$ cat src/rtl/freq_counter_pkg.sv
// Shared types and helpers for the multi-channel frequency counter.
package freq_counter_pkg;

  typedef enum logic [1:0] {
    IDLE    = 2'd0,
    MEASURE = 2'd1,
    DRAIN   = 2'd2
  } state_t;

  // Widest configuration supported: 16 channels, 64-bit counters.
  localparam int MAX_CH_W    = 4;
  localparam int MAX_COUNT_W = 64;

  typedef struct packed {
    logic [MAX_CH_W-1:0]    channel;
    logic [MAX_COUNT_W-1:0] count;
    logic                   overflow;
  } result_t;

  // Channel index width; a single channel still needs one bit.
  function automatic int ch_width(input int channels);
    int w;
    w = $clog2(channels);
    return (w < 1) ? 1 : w;
  endfunction

endpackage

$ cat src/rtl/freq_sync_edge.sv
// Synchroniser chain plus rising-edge detector for one asynchronous input.
module freq_sync_edge #(
  parameter int SYNC_STAGES = 2
) (
  input  logic clk_i,
  input  logic rst_ni,
  input  logic async_i,
  output logic rise_o
);

  logic [SYNC_STAGES-1:0] sync_q;
  logic                   prev_q;

  // Shift the input through the synchroniser and keep the previous synced level.
  always_ff @(posedge clk_i or negedge rst_ni) begin
    if (!rst_ni) begin
      sync_q <= '0;
      prev_q <= 1'b0;
    end else begin
      sync_q <= {sync_q[SYNC_STAGES-2:0], async_i};
      prev_q <= sync_q[SYNC_STAGES-1];
    end
  end

  assign rise_o = sync_q[SYNC_STAGES-1] & ~prev_q;

endmodule

$ cat src/rtl/freq_counter_multi.sv
// Multi-channel frequency counter: counts input rising edges over a shared
// gate window and streams one result per channel over valid/ready.
module freq_counter_multi
  import freq_counter_pkg::*;
#(
  parameter int  CHANNELS    = 4,
  parameter int  COUNT_WIDTH = 32,
  parameter int  GATE_WIDTH  = 32,
  parameter int  SYNC_STAGES = 2,
  localparam int CH_W        = ch_width(CHANNELS)
) (
  input  logic                   io_clock,
  input  logic                   io_reset_n,
  input  logic [CHANNELS-1:0]    io_channels,
  input  logic                   io_enable,
  input  logic                   io_continuous,
  input  logic                   io_start,
  input  logic [GATE_WIDTH-1:0]  io_gate_cycles,
  output logic                   io_busy,
  output logic                   io_result_valid,
  input  logic                   io_result_ready,
  output logic [CH_W-1:0]        io_result_channel,
  output logic [COUNT_WIDTH-1:0] io_result_count,
  output logic                   io_result_overflow
);

  logic [1:0]             rst_sync_q;
  logic                   rst_n;
  state_t                 state_q, state_d;
  logic [GATE_WIDTH-1:0]  gate_q;
  logic [GATE_WIDTH-1:0]  gate_load;
  logic [CH_W-1:0]        idx_q;
  logic [COUNT_WIDTH-1:0] cnt_q [CHANNELS];
  logic [CHANNELS-1:0]    ovf_q;
  logic [CHANNELS-1:0]    rise;
  logic                   handshake, last_idx, gate_last, arm;

  // Reset asserts immediately and releases two clocks after io_reset_n rises.
  always_ff @(posedge io_clock or negedge io_reset_n) begin
    if (!io_reset_n) rst_sync_q <= 2'b00;
    else             rst_sync_q <= {rst_sync_q[0], 1'b1};
  end
  assign rst_n = rst_sync_q[1];

  for (genvar c = 0; c < CHANNELS; c++) begin : g_in
    freq_sync_edge #(.SYNC_STAGES(SYNC_STAGES)) u_sync (
      .clk_i  (io_clock),
      .rst_ni (rst_n),
      .async_i(io_channels[c]),
      .rise_o (rise[c])
    );
  end

  assign handshake = (state_q == DRAIN) & io_result_ready;
  assign last_idx  = (idx_q == CH_W'(CHANNELS - 1));
  assign gate_last = (gate_q == GATE_WIDTH'(1));
  assign gate_load = (io_gate_cycles == '0) ? GATE_WIDTH'(1) : io_gate_cycles;
  // A new measurement starts from IDLE on start, or straight out of the final
  // drain transfer when running continuously.
  assign arm = io_enable & (((state_q == IDLE) & io_start) |
                            (handshake & last_idx & io_continuous));

  // State register.
  always_ff @(posedge io_clock or negedge rst_n) begin
    if (!rst_n) state_q <= IDLE;
    else        state_q <= state_d;
  end

  // Next-state logic; dropping enable returns to IDLE from anywhere.
  always_comb begin
    state_d = state_q;
    if (!io_enable) begin
      state_d = IDLE;
    end else begin
      case (state_q)
        IDLE:    if (io_start) state_d = MEASURE;
        MEASURE: if (gate_last) state_d = DRAIN;
        DRAIN:   if (handshake && last_idx) state_d = io_continuous ? MEASURE : IDLE;
        default: state_d = IDLE;
      endcase
    end
  end

  // Gate countdown, drain index and saturating per-channel edge counters.
  always_ff @(posedge io_clock or negedge rst_n) begin
    if (!rst_n) begin
      gate_q <= '0;
      idx_q  <= '0;
      ovf_q  <= '0;
      for (int c = 0; c < CHANNELS; c++) cnt_q[c] <= '0;
    end else begin
      if (arm)                     gate_q <= gate_load;
      else if (state_q == MEASURE) gate_q <= gate_q - GATE_WIDTH'(1);

      if (state_q != DRAIN || !io_enable) idx_q <= '0;
      else if (handshake)                 idx_q <= last_idx ? '0 : idx_q + CH_W'(1);

      for (int c = 0; c < CHANNELS; c++) begin
        if (arm || !io_enable) begin
          cnt_q[c] <= '0;
          ovf_q[c] <= 1'b0;
        end else if (state_q == MEASURE && rise[c]) begin
          if (&cnt_q[c]) ovf_q[c] <= 1'b1;
          else           cnt_q[c] <= cnt_q[c] + COUNT_WIDTH'(1);
        end
      end
    end
  end

  // Outputs: result fields are zero whenever no result is offered.
  always_comb begin
    io_busy            = (state_q != IDLE);
    io_result_valid    = 1'b0;
    io_result_channel  = '0;
    io_result_count    = '0;
    io_result_overflow = 1'b0;
    if (state_q == DRAIN) begin
      io_result_valid    = 1'b1;
      io_result_channel  = idx_q;
      io_result_count    = cnt_q[idx_q];
      io_result_overflow = ovf_q[idx_q];
    end
  end

endmodule

$ cat config.mk
export PLATFORM = sky130hd
export DESIGN_NAME = freq_counter_multi
export DESIGN_NICKNAME = d
export VERILOG_FILES = /design/src/rtl/freq_counter_pkg.sv /design/src/rtl/freq_sync_edge.sv /design/src/rtl/freq_counter_multi.sv
export SDC_FILE = /design/constraint.sdc
export NUM_CORES = 1
export LEC_CHECK = 0
export BUFFER_PORTS_ARGS = -buffer_cell sky130_fd_sc_hd__clkbuf_2
export CORE_ASPECT_RATIO = 1.5
export CORE_MARGIN = 4
export CORE_UTILIZATION = 45
export CTS_CLUSTER_DIAMETER = 200
export DETAILED_ROUTE_END_ITERATION = 16
export HOLD_SLACK_MARGIN = 0.06
export PLACE_DENSITY = 0.74
export SLEW_MARGIN = 20
export SYNTH_ARGS = -nofsm -noshare
export SYNTH_HDL_FRONTEND = slang
export SYNTH_SLANG_ARGS = --single-unit
export TNS_END_PERCENT = 30
$ cat constraint.sdc
create_clock -name io_clock -period 5.04 [get_ports io_clock]
set_input_delay 0.504 -clock io_clock [delete_from_list [all_inputs] [get_ports io_clock]]
set_output_delay 0.504 -clock io_clock [all_outputs]
set_load 0.02 [all_outputs]
==> results of run 1 <==
-- power by group through the flow --
stage / clock [mW] / combinational [mW] / sequential, mW
3_5_place_dp: 0 / 0.275 / 1.60
2_1_floorplan: 0 / 0.186 / 1.60
4_1_cts: 1.49 / 0.277 / 1.58
3_3_place_gp: 0 / 0.269 / 1.60
5_1_grt: 1.55 / 0.311 / 1.59
6_report: 1.47 / 0.277 / 1.58
-- layer usage --
metal / global-route usage [%] / share of wire, % / up-vias / wire length (microns)
met3: 3.94 / 6.4 / 82 / 2070
met2: 41.2 / 51 / 448 / 16600
li1: - / - / 4688 / -
met5: 0 / 0 / - / 0
met4: 13.1 / 5.6 / 0 / 1830
met1: 29.2 / 37 / 5026 / 12200
-- cell families (layout without fill, tap and decap cells) --
group,Yosys count,count (layout)
AND/OR/NAND/NOR,581,581
AO/OA/AOI/OAI,274,274
flip-flops,182,182
buffers and inverters,85,141
multiplexers,54,54
XOR/XNOR,17,17
adder cells (fa/ha/maj),7,7
other,1,1
-- stage by stage --
step                util, %  cells  cell area, sq um
global placement       48.3   1547             11800
detailed placement     48.3   1548             11800
CTS                    51.0   1581             12400
finish                 51.0   1581             12400
global route           51.0   1581             12400
floorplan                 -   1201             11100
-- flip-flops by register name (all words and copies together), names as in the netlist --
| signal | cells |
|---|---|
| state_q | 2 |
| cnt_q | 128 |
| ovf_q | 4 |
| rst_sync_q | 2 |
| g_in.u_sync.prev_q | 4 |
| gate_q | 32 |
| idx_q | 2 |
| g_in.u_sync.sync_q | 8 |
-- how the worst max path moves through the flow --
stage,from,slack (ns),end
2_1_floorplan,rst_sync_q[1],2.04,cnt_q[0]
4_1_cts,idx_q[0],1.88,cnt_q[94]
6_report,idx_q[0],1.88,cnt_q[94]
5_1_grt,idx_q[0],1.62,cnt_q[94]
3_5_place_dp,idx_q[0],1.90,cnt_q[94]
3_3_place_gp,idx_q[0],1.91,cnt_q[94]
-- cell usage after synthesis (5+ instances only) --
| library cell | count |
|---|---|
| xor2_1 | 7 |
| o21a_1 | 7 |
| or2_2 | 6 |
| nor3_1 | 30 |
| buf_1 | 8 |
| a31o_2 | 6 |
| or3_1 | 53 |
| a31oi_1 | 5 |
| a211oi_1 | 6 |
| and4_1 | 13 |
| o21ai_0 | 66 |
| a311oi_1 | 6 |
| nand4bb_1 | 5 |
| nor4_1 | 36 |
| nand2_1 | 97 |
| nor2_1 | 83 |
| xnor2_1 | 10 |
| buf_2 | 10 |
| inv_1 | 21 |
| dfrtp_1 | 182 |
| nand3_1 | 61 |
| clkbuf_1 | 42 |
| nand2b_1 | 19 |
| or4_1 | 42 |
| nand4_1 | 45 |
| nor2b_1 | 8 |
| nor4_2 | 6 |
| o21ai_1 | 7 |
| and2_1 | 39 |
| mux2i_1 | 20 |
| ha_1 | 7 |
| a21oi_1 | 91 |
| o211ai_1 | 9 |
| mux4_2 | 32 |
| nor3b_1 | 5 |
| o31ai_1 | 30 |
| and3_1 | 17 |
-- repair_timing --
item	CTS	global route
hold buffers	1	0
setup endpoints to repair	0	0
hold endpoints to repair	2	0
-- area by class of cell --
cell class,instances,share of cell area [%]
clock buffer,20,3.59
clock inverter,12,1.51
inverter,21,0.634
multi-input combinational,934,50.4
sequential,182,36.7
tap,324,3.26
timing repair buffer,88,3.90
-- worst max-delay path, cell delays in order (launching register included) --
cell	delay, ns
dfrtp_1	0.32
buf_4	0.40
ha_1	0.30
nand4_1	0.17
a21oi_1	0.35
nand2b_4	0.78
buf_4	0.48
or4_1	0.18
nand2_1	0.05
==> impl_metrics.tcl, run 1 <==
set metrics [dict create \
    max_slew.worst_pin.slew_ns 0.973 \
    drive_gt1_share_pct 14.9 \
    arrival_ns 3.49 \
    grt_pass1_vias 9974 \
    n_fill_cell 2279 \
    pin_count 79 \
    rsz0062_at_grt "false" \
    whs_path_depth 1 \
    port_buffers 78 \
    die_area_sq_um 27400 \
    post_synth.cell_area_avg_sq_um 9.27 \
    synth_top_area_share_pct 40.9 \
    rr_startpoint "idx_q[0]" \
    grt_first_pass_wirelength_mm 52.7 \
    whs_endpoint "g_in[3].u_sync.sync_q[0]" \
    cts_made_buffers 17 \
    die_x_microns 136 \
    grt-ovfl-total 0 \
    finalSetupTns_ns 0 \
    synth_cell_types 78 \
    clockRootBuffer "clkbuf_16" \
    wirelength_mm 32.6 \
    end_kind "flip-flop" \
    min_period_over_period_pct 62.7 \
    max_freq_ghz 0.317 \
    viasPerCell 6.48 \
    antenna_left 0 \
    place_ws_ns 1.90 \
    layout_common_cells "180 x dfrtp_1, 97 x nand2_1, 91 x a21oi_1, 83 x nor2_1, 78 x clkbuf_2" \
    seqCellArea_sq_um 4560 \
    core_sq_um 24300 \
    drt_iter0_drc 832 \
    postCtsSetupBuffers 0 \
    synth_top_family_by_area "simple AND/OR/NAND/NOR gates" \
    cts_buffer_depth 2 \
    grt_usage_pct 24.3 \
    r2r_setup_slack_ns 1.88 \
    worst_slack_ns 1.88 \
    power_mw 3.32 \
    finClkSkew_ns 0.0143 \
    ff2ff_path_depth 8 \
    gp_congestion 0.976 \
    synth_cells 1201 \
    antenna_found_initial 0 \
    cts.sinks 182 \
    max_cap_violations 0 \
    yosys_warnings 0 \
    fp.dieH_microns 201 \
    synth.cell_area_sq_um 11100 \
    final_common_cell "dfrtp_1" \
    vias 10200 \
    outcome "finished clean" \
    crit_type "flip-flop to flip-flop" \
    hold_violations 0 \
    rows 70 \
    vdd_ir_drop_max_v 0.000269 \
    switchingPower_mw 0.863 \
    fin_crit_ns 3.16 \
    worstPathRequired_ns 5.38 \
    whs_ns 0.166 \
    grt_max_degree 133 \
    worstHoldPathType "primary input to flip-flop" \
    setup_viol 0 \
    synth_fa_ha_area_share_pct 0.787 \
    holdCritStartpoint "io_channels[3]" \
    syn_nets 1250 \
    cts_resized 0 \
    clkLatencyLatePin_ns 0.45 \
    synth-main-ff-cell "dfrtp_1" \
    synth_seq_cells 182 \
    synth_compound_gate_area_share_pct 15.5 \
    p_clk_share_pct 44.2 \
    ys_seq_area_share_pct 40.9 \
    drcViolationCount 0 \
    p_seq_share_pct 47.5 \
    leakagePower_nw 4.58 \
    fin_nets 1293 \
    synth.area.top_cells "dfrtp_1 41%, mux4_2 6.5%, a21oi_1 4.1%" \
    r2r_end "cnt_q[94]" \
    path_clk_slew_ns 0.08 \
    p_per_area_nw_per_um2 267 \
    async_flop_share_pct 100 \
    cts_max_level 4 \
    synth_edf_count 0 \
    initial_core_util_pct 45.7 \
    sw_frac_of_total_pct 26.0 \
    place_hpwl_mm 23.8 \
    synth_xor_area_share_pct 1.34 \
    max_slew_margin_pct 34.8 \
    n_antenna_cell 0 \
    yosysTopAreaCell "dfrtp_1" \
    multiInputGateArea_sq_um 6270 \
    pwr-share-comb_pct 8.3 \
    first_pass_iters 5 \
    yosys.area_share.simple_pct 29.6 \
    cp-start-kind "flip-flop" \
    maxSlewViolCount 0 \
    path_max_fanout 76 \
    syn_to_final_growth_pct 11.6 \
    cts_tree "built" \
    synth_mux_area_share_pct 8.61 \
    internal-power_mw 2.46 \
    wire_per_inst_microns 20.6 \
]
(Power assumes the default switching activity.)
==> run 2: changes to the inputs <==
Clock period 5.04 ns to 2.8 ns, I/O delays scaled along.
==> impl_metrics.tcl, run 2 (synthesized netlist as in run 1, its figures left out) <==
set metrics [dict create \
    core_sq_um 24300 \
    arrival_ns 2.36 \
    syn_to_final_growth_pct 15.1 \
    vias 10700 \
    n_fill_cell 2254 \
    p_clk_share_pct 43.9 \
    port_buffers 78 \
    max_freq_ghz 0.378 \
    clockRootBuffer "clkbuf_16" \
    dp.cells 1590 \
    worstPathRequired_ns 2.52 \
    wirelength_mm 35.4 \
    grt_max_degree 76 \
    die_x_microns 136 \
    reg_top3 "cnt_q (128), gate_q (32), g_in.u_sync.sync_q (8)" \
    grt-ovfl-total 0 \
    antenna_left 0 \
    cp-start-kind "flip-flop" \
    drt_iter0_drc 813 \
    place_hpwl_mm 26.5 \
    grt_first_pass_wirelength_mm 56.3 \
    end_kind "output pin" \
    drive_gt1_share_pct 17.5 \
    cts_made_buffers 17 \
    layout_common_cells "180 x dfrtp_1, 97 x nand2_1, 91 x a21oi_1, 83 x nor2_1, 78 x clkbuf_2" \
    pwr-share-comb_pct 9.2 \
    finalSetupTns_ns 0 \
    viasPerCell 6.56 \
    die_area_sq_um 27400 \
    instances_no_fill 1630 \
    path_max_fanout 35 \
    leakagePower_nw 4.80 \
    path_clk_slew_ns 0.07 \
    grt_pass1_vias 10300 \
    maxSlewViolCount 0 \
    cts_buffer_depth 2 \
    sw_frac_of_total_pct 26.3 \
    switchingPower_mw 1.59 \
    grt_usage_pct 26.1 \
    crit_type "flip-flop to output pin" \
    first_pass_iters 5 \
    rows 70 \
    gp_congestion 0.914 \
    cts.sinks 182 \
    vdd_ir_drop_max_v 0.000439 \
    wire_per_inst_microns 21.7 \
    min_period_over_period_pct 94.4 \
    power_mw 6.03 \
    rsz0062_at_grt "false" \
    cts_resized 0 \
    outcome "finished clean" \
    drcViolationCount 0 \
    p_per_area_nw_per_um2 470 \
    cts_max_level 4 \
    p_seq_share_pct 46.9 \
    initial_core_util_pct 45.7 \
    final_common_cell "dfrtp_1" \
    fin_crit_ns 2.64 \
    fp.dieH_microns 201 \
    worstHoldPathType "primary input to flip-flop" \
    antenna_found_initial 0 \
    internal-power_mw 4.44 \
    fin_nets 1342 \
    cts_tree "built" \
    finClkSkew_ns 0.0128 \
    clkLatencyLatePin_ns 0.45 \
    pin_count 79 \
    regMostFlops "cnt_q" \
    max_slew.worst_pin.slew_ns 0.812 \
    max_cap_violations 0 \
    n_antenna_cell 0 \
    setup_viol 0 \
    max_slew_margin_pct 45.6 \
    hold_violations 0 \
    largest_register_ffs 128 \
]
## run 2: changes by cell type in the layout (fill, tap and decap cells not counted), sizes merged
cell	change
dlygate4sd3	+7
clkinvlp	+3
clkbuf	-2
inv	-2
buf	+42
clkinv	+1
## run 2: per-layer routing
metal	GRT usage [%]	wire length, microns	part of all wire (%)
met1	30.2	12900	37
met2	45.1	18200	51
met3	5.22	2470	7.0
met4	13.4	1810	5.1
met5	0	0	0
## run 2: final cells by class
type	count	area (sq um)	share of cell area (%)
clock buffers	18	439	3.43
flip-flops and latches	182	4560	35.6
inverters	21	78.8	0.615
multi-input cells	934	6240	48.7
clock inverters	14	198	1.54
repair buffers	137	891	6.95
well taps	324	405	3.16
## run 2: repair_timing
action,CTS,global route
hold buffers,8,0
endpoints found under the setup margin,0,0
buffers inserted,0,0
endpoints found under the hold margin,9,0
## run 2: power groups by stage
stage	Combinational [mW]	Clock [mW]	Sequential, mW
2_1_floorplan	0.335	0	2.87
3_3_place_gp	0.532	0	2.87
3_5_place_dp	0.541	0	2.87
4_1_cts	0.552	2.68	2.83
5_1_grt	0.616	2.78	2.84
6_report	0.554	2.65	2.83
## run 2: worst paths after layout
check,start,endpoint,depth (start not counted),slack [ns]
max,idx_q[1],io_result_count[3],4,0.16
min,io_gate_cycles[25],gate_q[25],3,0.08
max reg2reg,state_q[0],cnt_q[123],6,0.22
min reg2reg,rst_sync_q[1],cnt_q[75],0,0.15
max in group asynchronous,rst_sync_q[1],idx_q[1],1,1.97
min in group asynchronous,rst_sync_q[1],cnt_q[75],0,0.15
## run 2: worst max-delay path, cell delays in order (launching register included)
cell,delay (ns)
dfrtp_2,0.36
buf_4,0.54
mux4_1,0.66
and2_1,0.18
clkbuf_2,0.15
## run 2: per-stage QoR
step	instance area (sq um)	setup WS, ns	hold WS [ns]	util [%]
3_5_place_dp	12100	0.351	0.0715	49.7
3_3_place_gp	12100	0.401	0.0668	49.7
5_1_grt	12800	0.0190	0.0878	52.6
2_1_floorplan	11100	0.508	-0.0156	-
4_1_cts	12800	0.0967	0.0617	52.6
6_report	12800	0.157	0.0760	52.6
